<file path="src/rtl/spi_txn_arbiter_if.sv">
// Requester/master-side bundle of the SPI transaction arbiter.
// The arbiter connects through 'slave'; the requesters and SPI master model sit on 'master'.
interface spi_txn_arbiter_if #(
   parameter int unsigned NUM_REQ    = 4,
   parameter int unsigned DATA_WIDTH = 8
);
   logic [NUM_REQ-1:0]            req;
   logic [NUM_REQ-1:0]            req_wr;
   logic [NUM_REQ*DATA_WIDTH-1:0] req_data;
   logic [NUM_REQ-1:0]            gnt;
   logic [NUM_REQ-1:0]            done;
   logic                          err;
   logic                          busy;
   logic                          m_newtxn;
   logic                          m_wren;
   logic [DATA_WIDTH-1:0]         m_data;
   logic                          m_cs;

   modport slave (
      input  req, req_wr, req_data, m_cs,
      output gnt, done, err, busy, m_newtxn, m_wren, m_data
   );

   modport master (
      output req, req_wr, req_data, m_cs,
      input  gnt, done, err, busy, m_newtxn, m_wren, m_data
   );
endinterface

</file>
<file path="src/rtl/spi_txn_arbiter.sv">
// Round-robin arbiter sharing one SPI master between NUM_REQ requesters, with
// cs-based transaction tracking, an idle gap between transactions and a hang timeout.
module spi_txn_arbiter #(
   parameter int unsigned NUM_REQ    = 4,
   parameter int unsigned DATA_WIDTH = 8,
   parameter int unsigned GAP_CYCLES = 2,
   parameter int unsigned TIMEOUT    = 64
) (
   input  logic                clk,
   input  logic                rst,
   spi_txn_arbiter_if.slave    bus
);

   localparam int unsigned IDX_W    = $clog2(NUM_REQ);
   localparam int unsigned CNT_MAX  = (TIMEOUT > GAP_CYCLES) ? TIMEOUT : GAP_CYCLES;
   localparam int unsigned CNT_W    = $clog2(CNT_MAX + 1);
   localparam int unsigned GAP_LAST = (GAP_CYCLES == 0) ? 0 : GAP_CYCLES - 1;

   typedef enum logic [1:0] {
      S_IDLE   = 2'd0,
      S_LAUNCH = 2'd1,
      S_BUSY   = 2'd2,
      S_GAP    = 2'd3
   } state_t;

   state_t                 r_state,  w_state_nxt;
   logic [CNT_W-1:0]       r_cnt,    w_cnt_nxt;
   logic [IDX_W-1:0]       r_rr_ptr, w_rr_nxt;
   logic [NUM_REQ-1:0]     r_gnt,    w_gnt_nxt;
   logic [NUM_REQ-1:0]     r_done,   w_done_nxt;
   logic                   r_err,    w_err_nxt;
   logic                   r_busy,   w_busy_nxt;
   logic                   r_newtxn, w_newtxn_nxt;
   logic                   r_wren,   w_wren_nxt;
   logic [DATA_WIDTH-1:0]  r_data,   w_data_nxt;

   logic                   w_found;
   logic [IDX_W-1:0]       w_win;
   logic [NUM_REQ-1:0]     w_owner;
   logic [DATA_WIDTH-1:0]  w_win_data;
   logic                   w_timeout;

   // First requester at or after rr_ptr+1, wrapping at NUM_REQ.
   always_comb begin : arb_pick
      logic [IDX_W-1:0] v_sel;
      w_found = 1'b0;
      w_win   = '0;
      v_sel   = '0;
      for (int unsigned off = 1; off <= NUM_REQ; off++) begin
         v_sel = IDX_W'((32'(r_rr_ptr) + off) % NUM_REQ);
         if (!w_found && bus.req[v_sel]) begin
            w_found = 1'b1;
            w_win   = v_sel;
         end
      end
   end

   assign w_win_data = DATA_WIDTH'(bus.req_data >> (32'(w_win) * DATA_WIDTH));
   assign w_owner    = NUM_REQ'(1) << r_rr_ptr;
   assign w_timeout  = (r_cnt == CNT_W'(TIMEOUT - 1));

   // Next-state and next-output logic.
   always_comb begin
      w_state_nxt  = r_state;
      w_cnt_nxt    = r_cnt;
      w_rr_nxt     = r_rr_ptr;
      w_gnt_nxt    = '0;
      w_done_nxt   = '0;
      w_err_nxt    = 1'b0;
      w_newtxn_nxt = r_newtxn;
      w_wren_nxt   = r_wren;
      w_data_nxt   = r_data;

      case (r_state)
         S_IDLE: begin
            if (w_found) begin
               w_state_nxt  = S_LAUNCH;
               w_gnt_nxt    = NUM_REQ'(1) << w_win;
               w_wren_nxt   = bus.req_wr[w_win];
               w_data_nxt   = w_win_data;
               w_rr_nxt     = w_win;
               w_newtxn_nxt = 1'b1;
               w_cnt_nxt    = '0;
            end
         end
         S_LAUNCH: begin
            w_newtxn_nxt = 1'b1;
            // cs falling on the timeout cycle still counts as a start.
            if (!bus.m_cs) begin
               w_state_nxt  = S_BUSY;
               w_newtxn_nxt = 1'b0;
               w_cnt_nxt    = '0;
            end else if (w_timeout) begin
               w_state_nxt  = S_GAP;
               w_newtxn_nxt = 1'b0;
               w_done_nxt   = w_owner;
               w_err_nxt    = 1'b1;
               w_cnt_nxt    = '0;
            end else begin
               w_cnt_nxt = r_cnt + CNT_W'(1);
            end
         end
         S_BUSY: begin
            w_newtxn_nxt = 1'b0;
            if (bus.m_cs) begin
               w_state_nxt = S_GAP;
               w_done_nxt  = w_owner;
               w_cnt_nxt   = '0;
            end else if (w_timeout) begin
               w_state_nxt = S_GAP;
               w_done_nxt  = w_owner;
               w_err_nxt   = 1'b1;
               w_cnt_nxt   = '0;
            end else begin
               w_cnt_nxt = r_cnt + CNT_W'(1);
            end
         end
         S_GAP: begin
            if (r_cnt == CNT_W'(GAP_LAST)) begin
               w_state_nxt = S_IDLE;
               w_cnt_nxt   = '0;
            end else begin
               w_cnt_nxt = r_cnt + CNT_W'(1);
            end
         end
         default: begin
            w_state_nxt  = S_IDLE;
            w_cnt_nxt    = '0;
            w_newtxn_nxt = 1'b0;
         end
      endcase

      w_busy_nxt = (w_state_nxt != S_IDLE);
   end

   always_ff @(posedge clk or negedge rst) begin
      if (!rst) begin
         r_state  <= S_IDLE;
         r_cnt    <= '0;
         r_rr_ptr <= IDX_W'(NUM_REQ - 1);
         r_gnt    <= '0;
         r_done   <= '0;
         r_err    <= 1'b0;
         r_busy   <= 1'b0;
         r_newtxn <= 1'b0;
         r_wren   <= 1'b0;
         r_data   <= '0;
      end else begin
         r_state  <= w_state_nxt;
         r_cnt    <= w_cnt_nxt;
         r_rr_ptr <= w_rr_nxt;
         r_gnt    <= w_gnt_nxt;
         r_done   <= w_done_nxt;
         r_err    <= w_err_nxt;
         r_busy   <= w_busy_nxt;
         r_newtxn <= w_newtxn_nxt;
         r_wren   <= w_wren_nxt;
         r_data   <= w_data_nxt;
      end
   end

   assign bus.gnt      = r_gnt;
   assign bus.done     = r_done;
   assign bus.err      = r_err;
   assign bus.busy     = r_busy;
   assign bus.m_newtxn = r_newtxn;
   assign bus.m_wren   = r_wren;
   assign bus.m_data   = r_data;

endmodule
</file>
<file path="src/flat_wrapper.sv">
// flat-port wrapper written by rule: the top's interface ports become plain ports
module spi_txn_arbiter_flat 
#(
   parameter int unsigned NUM_REQ    = 4,
   parameter int unsigned DATA_WIDTH = 8,
   parameter int unsigned GAP_CYCLES = 2,
   parameter int unsigned TIMEOUT    = 64
)
  (clk, rst, bus_req, bus_req_wr, bus_req_data, bus_m_cs, bus_gnt, bus_done, bus_err, bus_busy, bus_m_newtxn, bus_m_wren, bus_m_data);
  spi_txn_arbiter_if #(.NUM_REQ(NUM_REQ), .DATA_WIDTH(DATA_WIDTH)) bus_i ();
  input  logic clk;
  input  logic rst;
  input wire logic [$bits(bus_i.req)-1:0] bus_req;
  input wire logic [$bits(bus_i.req_wr)-1:0] bus_req_wr;
  input wire logic [$bits(bus_i.req_data)-1:0] bus_req_data;
  input wire logic [$bits(bus_i.m_cs)-1:0] bus_m_cs;
  output wire logic [$bits(bus_i.gnt)-1:0] bus_gnt;
  output wire logic [$bits(bus_i.done)-1:0] bus_done;
  output wire logic [$bits(bus_i.err)-1:0] bus_err;
  output wire logic [$bits(bus_i.busy)-1:0] bus_busy;
  output wire logic [$bits(bus_i.m_newtxn)-1:0] bus_m_newtxn;
  output wire logic [$bits(bus_i.m_wren)-1:0] bus_m_wren;
  output wire logic [$bits(bus_i.m_data)-1:0] bus_m_data;
  assign bus_i.req = bus_req;
  assign bus_i.req_wr = bus_req_wr;
  assign bus_i.req_data = bus_req_data;
  assign bus_i.m_cs = bus_m_cs;
  assign bus_gnt = bus_i.gnt;
  assign bus_done = bus_i.done;
  assign bus_err = bus_i.err;
  assign bus_busy = bus_i.busy;
  assign bus_m_newtxn = bus_i.m_newtxn;
  assign bus_m_wren = bus_i.m_wren;
  assign bus_m_data = bus_i.m_data;
  spi_txn_arbiter #(.NUM_REQ(NUM_REQ), .DATA_WIDTH(DATA_WIDTH), .GAP_CYCLES(GAP_CYCLES), .TIMEOUT(TIMEOUT)) u_core (.clk(clk), .rst(rst), .bus(bus_i));
endmodule
</file>
<file path="config.mk">
export PLATFORM = sky130hd
export DESIGN_NAME = spi_txn_arbiter_flat
export DESIGN_NICKNAME = d
export VERILOG_FILES = /design/src/rtl/spi_txn_arbiter_if.sv /design/src/rtl/spi_txn_arbiter.sv /design/src/flat_wrapper.sv
export SDC_FILE = /design/constraint.sdc
export NUM_CORES = 1
export LEC_CHECK = 0
export BUFFER_PORTS_ARGS = -buffer_cell sky130_fd_sc_hd__buf_2
export CORE_ASPECT_RATIO = 1.2
export CORE_MARGIN = 1.5
export CORE_UTILIZATION = 34
export DETAILED_ROUTE_END_ITERATION = 16
export GPL_TIMING_DRIVEN = 0
export SYNTH_ARGS = -nofsm -noshare
export SYNTH_HDL_FRONTEND = slang
export SYNTH_SLANG_ARGS = --single-unit
</file>
<file path="constraint.sdc">
create_clock -name clk -period 4.2 [get_ports clk]
set_input_delay 0.84 -clock clk [delete_from_list [all_inputs] [get_ports clk]]
set_output_delay 0.84 -clock clk [all_outputs]
set_load 0.01 [all_outputs]
</file>
# [Yosys cells after proc, flatten, opt, wreduce, memory -nomap -nowiden]
# Index checks and enable logic that the tools add are counted.
# Widths: inputs -> output; s select.
[word_totals] ff_bits=31 word_cells=84
[classes] addsub=5 magnitude_cmp=5 eq_ne=6 shift=3 n_mux=44 n_reduce_logical=11
[ops] cell="$mux 7" n=5
[ops] cell="$shr 32x5->8" n=1
[ops] cell="$pmux 7 s4" n=1
[ops] cell="$mux 4" n=5
[ops] cell="$mux 2" n=9
[ops] cell="$lt 2x3->1 const B" n=5
[ops] cell="$mux 1" n=15
[ops] cell="$bmux 1 s2" n=5
[ops] cell="$pmux 2 s4" n=1
[ops] cell="$pmux 4 s2" n=1
[ops] cell="$shl 1x2->4 const A" n=2
[ops] cell="$add 7x1->7 const B" n=1
[ops] cell="$eq 7x1->1 const B" n=1
[ops] cell="$eq 7x6->1 const B" n=1
[ops] cell="$add 2x1->2 const B" n=2
[ops] cell="$add 2x2->2 const B" n=2
[ops] cell="$eq 2x2->1 const B" n=2
[ops] cell="$reduce_and 2->1" n=2
[ops] cell="$logic_and 1x1->1" n=3
[ops] cell="$logic_not 1->1" n=3
[ops] cell="$pmux 1 s3" n=1
[ops] cell="$reduce_bool 3->1" n=1
[ops] cell="$eq 2x1->1 const B" n=1
[ops] cell="$logic_not 2->1" n=1
[ops] cell="3 further kinds" n=3

# [Logic depth before layout (Yosys ltp)]
[depth] word_depth=16 mapped_depth=11 mapped_depth_nobuf=8

# [Worst setup path after synthesis]
# OpenSTA, ideal clock, no wires.
[synth_timing] kind="flip-flop to flip-flop" startpoint="register u_core.r_rr_ptr[0]" endpoint="register u_core.r_data[4] (netlist: u_core.bus.m_data[4])" arrival_time_ps=2556 required_ps=4062 slack_ps=1506 stages_incl_launch_ff=12 n_path_buf=3 cell_sequence="dfstp_2 buf_6 inv_1 ha_1 clkbuf_1 mux4_1 nor2b_1 o21ai_0 a22oi_1 buf_4 mux2i_1 o221ai_1"
[synth_via] elab_chain_len=14
[synth_rtl] element="start: declaration" line_no="spi_txn_arbiter.sv:28" text="logic [IDX_W-1:0] r_rr_ptr, w_rr_nxt;"
[synth_rtl] element="start signal: assignment" line_no="spi_txn_arbiter.sv:140" text="r_rr_ptr <= IDX_W'(NUM_REQ - 1);"
[synth_rtl] element="start signal: assignment" line_no="spi_txn_arbiter.sv:151" text="r_rr_ptr <= w_rr_nxt;"
[synth_rtl] element="$add 2x1->2" line_no="spi_txn_arbiter.sv:50" text="v_sel = IDX_W'((32'(r_rr_ptr) + off) % NUM_REQ);"
[synth_rtl] element="$bmux 1 s2" line_no="spi_txn_arbiter.sv:51" text="if (!w_found && bus.req[v_sel]) begin"
[synth_rtl] element="$mux 1 (not written as such)" line_no="spi_txn_arbiter.sv:51"
[synth_rtl] element="$mux 1" line_no="spi_txn_arbiter.sv:51"
[synth_rtl] element="$logic_not 1->1" line_no="spi_txn_arbiter.sv:51"
[synth_rtl] element="$logic_and 1x1->1" line_no="spi_txn_arbiter.sv:51"
[synth_rtl] element="$mux 1" line_no="spi_txn_arbiter.sv:51"
[synth_rtl] element="$logic_not 1->1" line_no="spi_txn_arbiter.sv:51"
[synth_rtl] element="$logic_and 1x1->1" line_no="spi_txn_arbiter.sv:51"
[synth_rtl] element="$mux 1" line_no="spi_txn_arbiter.sv:51"
[synth_rtl] element="$logic_not 1->1" line_no="spi_txn_arbiter.sv:51"
[synth_rtl] element="$logic_and 1x1->1" line_no="spi_txn_arbiter.sv:51"
[synth_rtl] element="$mux 2 / $mux 1 (equally long branches)" line_no="spi_txn_arbiter.sv:51"
[synth_rtl] element="$shr 32x5->8 / $reduce_and 2->1 (equally long branches)"
[synth_rtl] element="end signal: assignment" line_no="spi_txn_arbiter.sv:158" text="r_data <= w_data_nxt;"
[synth_rtl] element="end: declaration" line_no="spi_txn_arbiter.sv:35" text="logic [DATA_WIDTH-1:0] r_data, w_data_nxt;"
# Several ways; a longest one is shown, not always the timed one. The select of a mux whose other input is x is not followed.
# A chain may end at the register's enable or synchronous reset.

# [Final worst setup path]
[layout_timing] startpoint="register u_core.r_rr_ptr[0]" endpoint="register u_core.r_data[7] (netlist: u_core.bus.m_data[7])"
# The elaborated chain is that of the path after synthesis.

==> impl_metrics.csv <==
group,metric,value,unit
outcome,status,"finished clean",
synth,synthFlopType,"dfrtp_1",
clocking,clk_latency,0.29,ns
synth,synth_cell_types,44,
min_path,min-delay-start,"u_core.bus.m_data[0]$_DFFE_PN0P_",
setup_path,critPathCaptureType,"flop",
place,port_buffers,61,
setup_path,cpPeakStageDelay,0.57,ns
clocking,cts_sinks,31,
synth,yosysTopAreaCellShare,37.8,%
pwr,ir_drop,0.523,mV
global_route,grt_pass1_vias,1568,
timing,finalClockSkew,0.00809,ns
detailed_routing,drc,0,
synth,synth-seq-cells,31,
clocking,cts_buffer_depth,2,
detailed_routing,drt_iter0_markers,59,
timing,tightest_slew,0.697,ns
synth,synth_edf_count,0,
layout,synthToLayoutAreaGrowth,24.3,%
job,maxCapViolCount,0,
setup_path,slowest_stage,"dfstp_2",
floorplanning,fp.coreArea,5370,µm²
synth,synth.most_common_cell,"dfrtp_1",
timing,setup_viol,0,
clocking,htreeDepth,2,
global_route,grt_use_total,14.9,%
setup_path,start_kind,"flop",
pwr,power.density,720,nW/µm²
layout,antenna_cells,0,
detailed_routing,drt-vias-per-instance,5.16,
timing,tns,0,ns
layout,finalNetCount,304,
floorplanning,initial_utilization,35.7,%
min_path,hold_class,"reg -> reg",
clocking,cts_resized,0,
layout,multi_input_area,1050,µm²
clocking,path_clk_slew,0.07,ns
clocking,cts_hold_repair.buffers,0,
synth,ys_seq_area_share,40.5,%
place,gp_congestion,0.823,
setup_path,crit_required,4.39,ns
min_path,hold-path-endpoint,"u_core.bus.m_data[0]$_DFFE_PN0P_",
setup_path,path_cells,"buf_6, inv_1, ha_1, clkbuf_1, mux4_1, nor2b_1, o21ai_0, a22oi_1, buf_4, nand2_1, o221ai_1",
detailed_routing,ant_nets,0,
detailed_routing,dr_total_vias,1620,
floorplanning,io_pins,63,
floorplanning,die_y,85.3,µm
setup_path,timing.rr.end,"u_core.bus.m_data[7]$_DFFE_PN0P_",
global_route,grt_overflow,0,
layout,layout.area.seq,778,µm²
synth,syn_avg_cell_area,10.5,µm²
clocking,cts_buffers,5,
setup_path,path_buf_inv,4,
place,dp_hpwl,3110,µm
setup_path,r2r-start,"u_core.r_rr_ptr[0]$_DFFE_PN1P_",
timing,drv_slew,0,
layout,final_cells,314,
layout,fillers,538,
layout,layout-drive-gt1-share,34.5,%
setup_path,worstPathMaxFanout,10,
synth,netlist_area,1920,µm²
detailed_routing,drtPass1Iterations,5,
timing,relSlewSlack,53.6,%
detailed_routing,drt-total-wl,4130,µm
setup_path,critical_path.top_delay_family,"buffers and inverters",
pwr,p_leak,1.24,nW
synth,synth_commonest_cells,"dfrtp_1, mux2i_1, nand2_1",
setup_path,rr_worst_depth,11,
synth,synth_nets,236,
timing,max_freq,0.318,GHz
timing,period_minus_slack,3.15,ns
synth,async_flop_share,100,%
clocking,cts_tree,"built",
clocking,post_cts_buffers,0,
timing,holdWs,0.496,ns
setup_path,reg2reg_slack,1.05,ns
timing,hold_viol_final,0,
clocking,ctsRootBufferMaster,"clkbuf_8",
timing,rsz0062_at_grt,"no",
synth,synthCells,183,
detailed_routing,wl_per_cell,13.1,µm
place,dp_cells,306,
timing,timing.final.crit_share,74.9,%
synth,ys_warn_count,0,
global_route,grt_max_degree,32,
floorplanning,die-area,6110,µm²
global_route,antenna_found_initial,0,
setup_path,critPathKind,"reg -> reg",
setup_path,crit_arrival,3.34,ns
min_path,holdPathStages,2,
synth,yosysTopAreaCell,"dfrtp_1",
synth,synth_area_leaders,"dfrtp_1, mux2i_1, ha_1",
floorplanning,dieWidth,71.6,µm
floorplanning,num_rows,29,
global_route,grt_pass1_wl,7110,µm
## registers in the layout, summed over array words and instances (netlist names)
signal,flops
u_core.bus.m_wren,1
u_core.bus.m_data,8
u_core.bus.err,1
u_core.bus.gnt,4
u_core.r_state,2
u_core.r_cnt,7
u_core.bus.m_newtxn,1
u_core.bus.done,4
u_core.r_rr_ptr,2
u_core.bus.busy,1
## layout make-up
class / instances / area share [%]
clock inverter: 3 / 0.629
buffer: 8 / 2.78
timing repair buffer: 61 / 12.8
sequential: 31 / 32.6
inverter: 7 / 1.10
clock buffer: 5 / 2.88
multi-input combinational: 137 / 43.9
tap: 62 / 3.25
## through the flow
step | area, µm² | worst slack [ns] | power [mW] | util [%]
after floorplan | 1920 | 1.51 | 1.26 | -
after global placement | 2300 | 1.07 | 1.50 | 42.9
after detailed placement | 2300 | 0.999 | 1.51 | 42.9
after CTS | 2390 | 0.984 | 1.75 | 44.4
after global routing | 2390 | 0.752 | 1.88 | 44.4
final | 2390 | 1.05 | 1.72 | 44.4
## tightest hold or removal path, cell delays in order (launching register included)
cell,delay [ns]
dfrtp_1,0.35
nand2_1,0.05
o221ai_1,0.06
## routing by layer
layer	GRT usage (%)	wire [µm]	vias to the layer above
li1	-	-	805
met1	18.0	1850	762
met2	25.5	2030	47
met3	3.68	194	6
met4	5.66	53	0
met5	0	0	-
## kinds of logic (layout without fill, tap and decap cells)
family                   Yosys count  count (layout)  share of synthesized area [%]
AND/OR/NAND/NOR                   54              54                           14.1
buffers and inverters             15              84                           4.82
AO/OA/AOI/OAI                     45              45                           16.5
multiplexers                      27              27                           17.0
XOR/XNOR                           1               1                          0.456
flip-flops                        31              31                           40.5
adder cells (fa/ha/maj)           10              10                           6.52
## placed cells by master (no fill, tap or decap), types with 5 or more instances in the layout
cell       n
nand2b_1   7
o221ai_1   9
nand2_1   15
and3_1     5
dfrtp_1   29
clkbuf_8   5
buf_2     62
o21ai_0   13
nor2_1    13
mux2i_1   21
ha_1      10
a21oi_1    7
inv_1      7
## how the worst max path moves through the flow
stage | startpoint | endpoint | slack (ns) | depth (start not counted)
after CTS | u_core.r_rr_ptr[0]$_DFFE_PN1P_ | u_core.bus.m_data[7]$_DFFE_PN0P_ | 0.98 | 11
after global placement | u_core.r_rr_ptr[0]$_DFFE_PN1P_ | u_core.bus.m_data[0]$_DFFE_PN0P_ | 1.07 | 11
after global routing | u_core.r_rr_ptr[0]$_DFFE_PN1P_ | u_core.bus.m_data[7]$_DFFE_PN0P_ | 0.75 | 11
final | u_core.r_rr_ptr[0]$_DFFE_PN1P_ | u_core.bus.m_data[7]$_DFFE_PN0P_ | 1.05 | 11
after floorplan | u_core.r_rr_ptr[0]$_DFFE_PN1P_ | u_core.bus.m_data[4]$_DFFE_PN0P_ | 1.51 | 11
after detailed placement | u_core.r_rr_ptr[0]$_DFFE_PN1P_ | u_core.bus.m_data[7]$_DFFE_PN0P_ | 1.0 | 11
## report_power, final
| part | total, mW | switching (mW) | internal [mW] | leakage [nW] |
|---|---|---|---|---|
| Clock | 0.227 | 0.114 | 0.113 | 0.0477 |
| Combinational | 1.03 | 0.538 | 0.488 | 0.793 |
| Sequential | 0.465 | 0.0635 | 0.401 | 0.400 |
(Power assumes the default switching activity.)
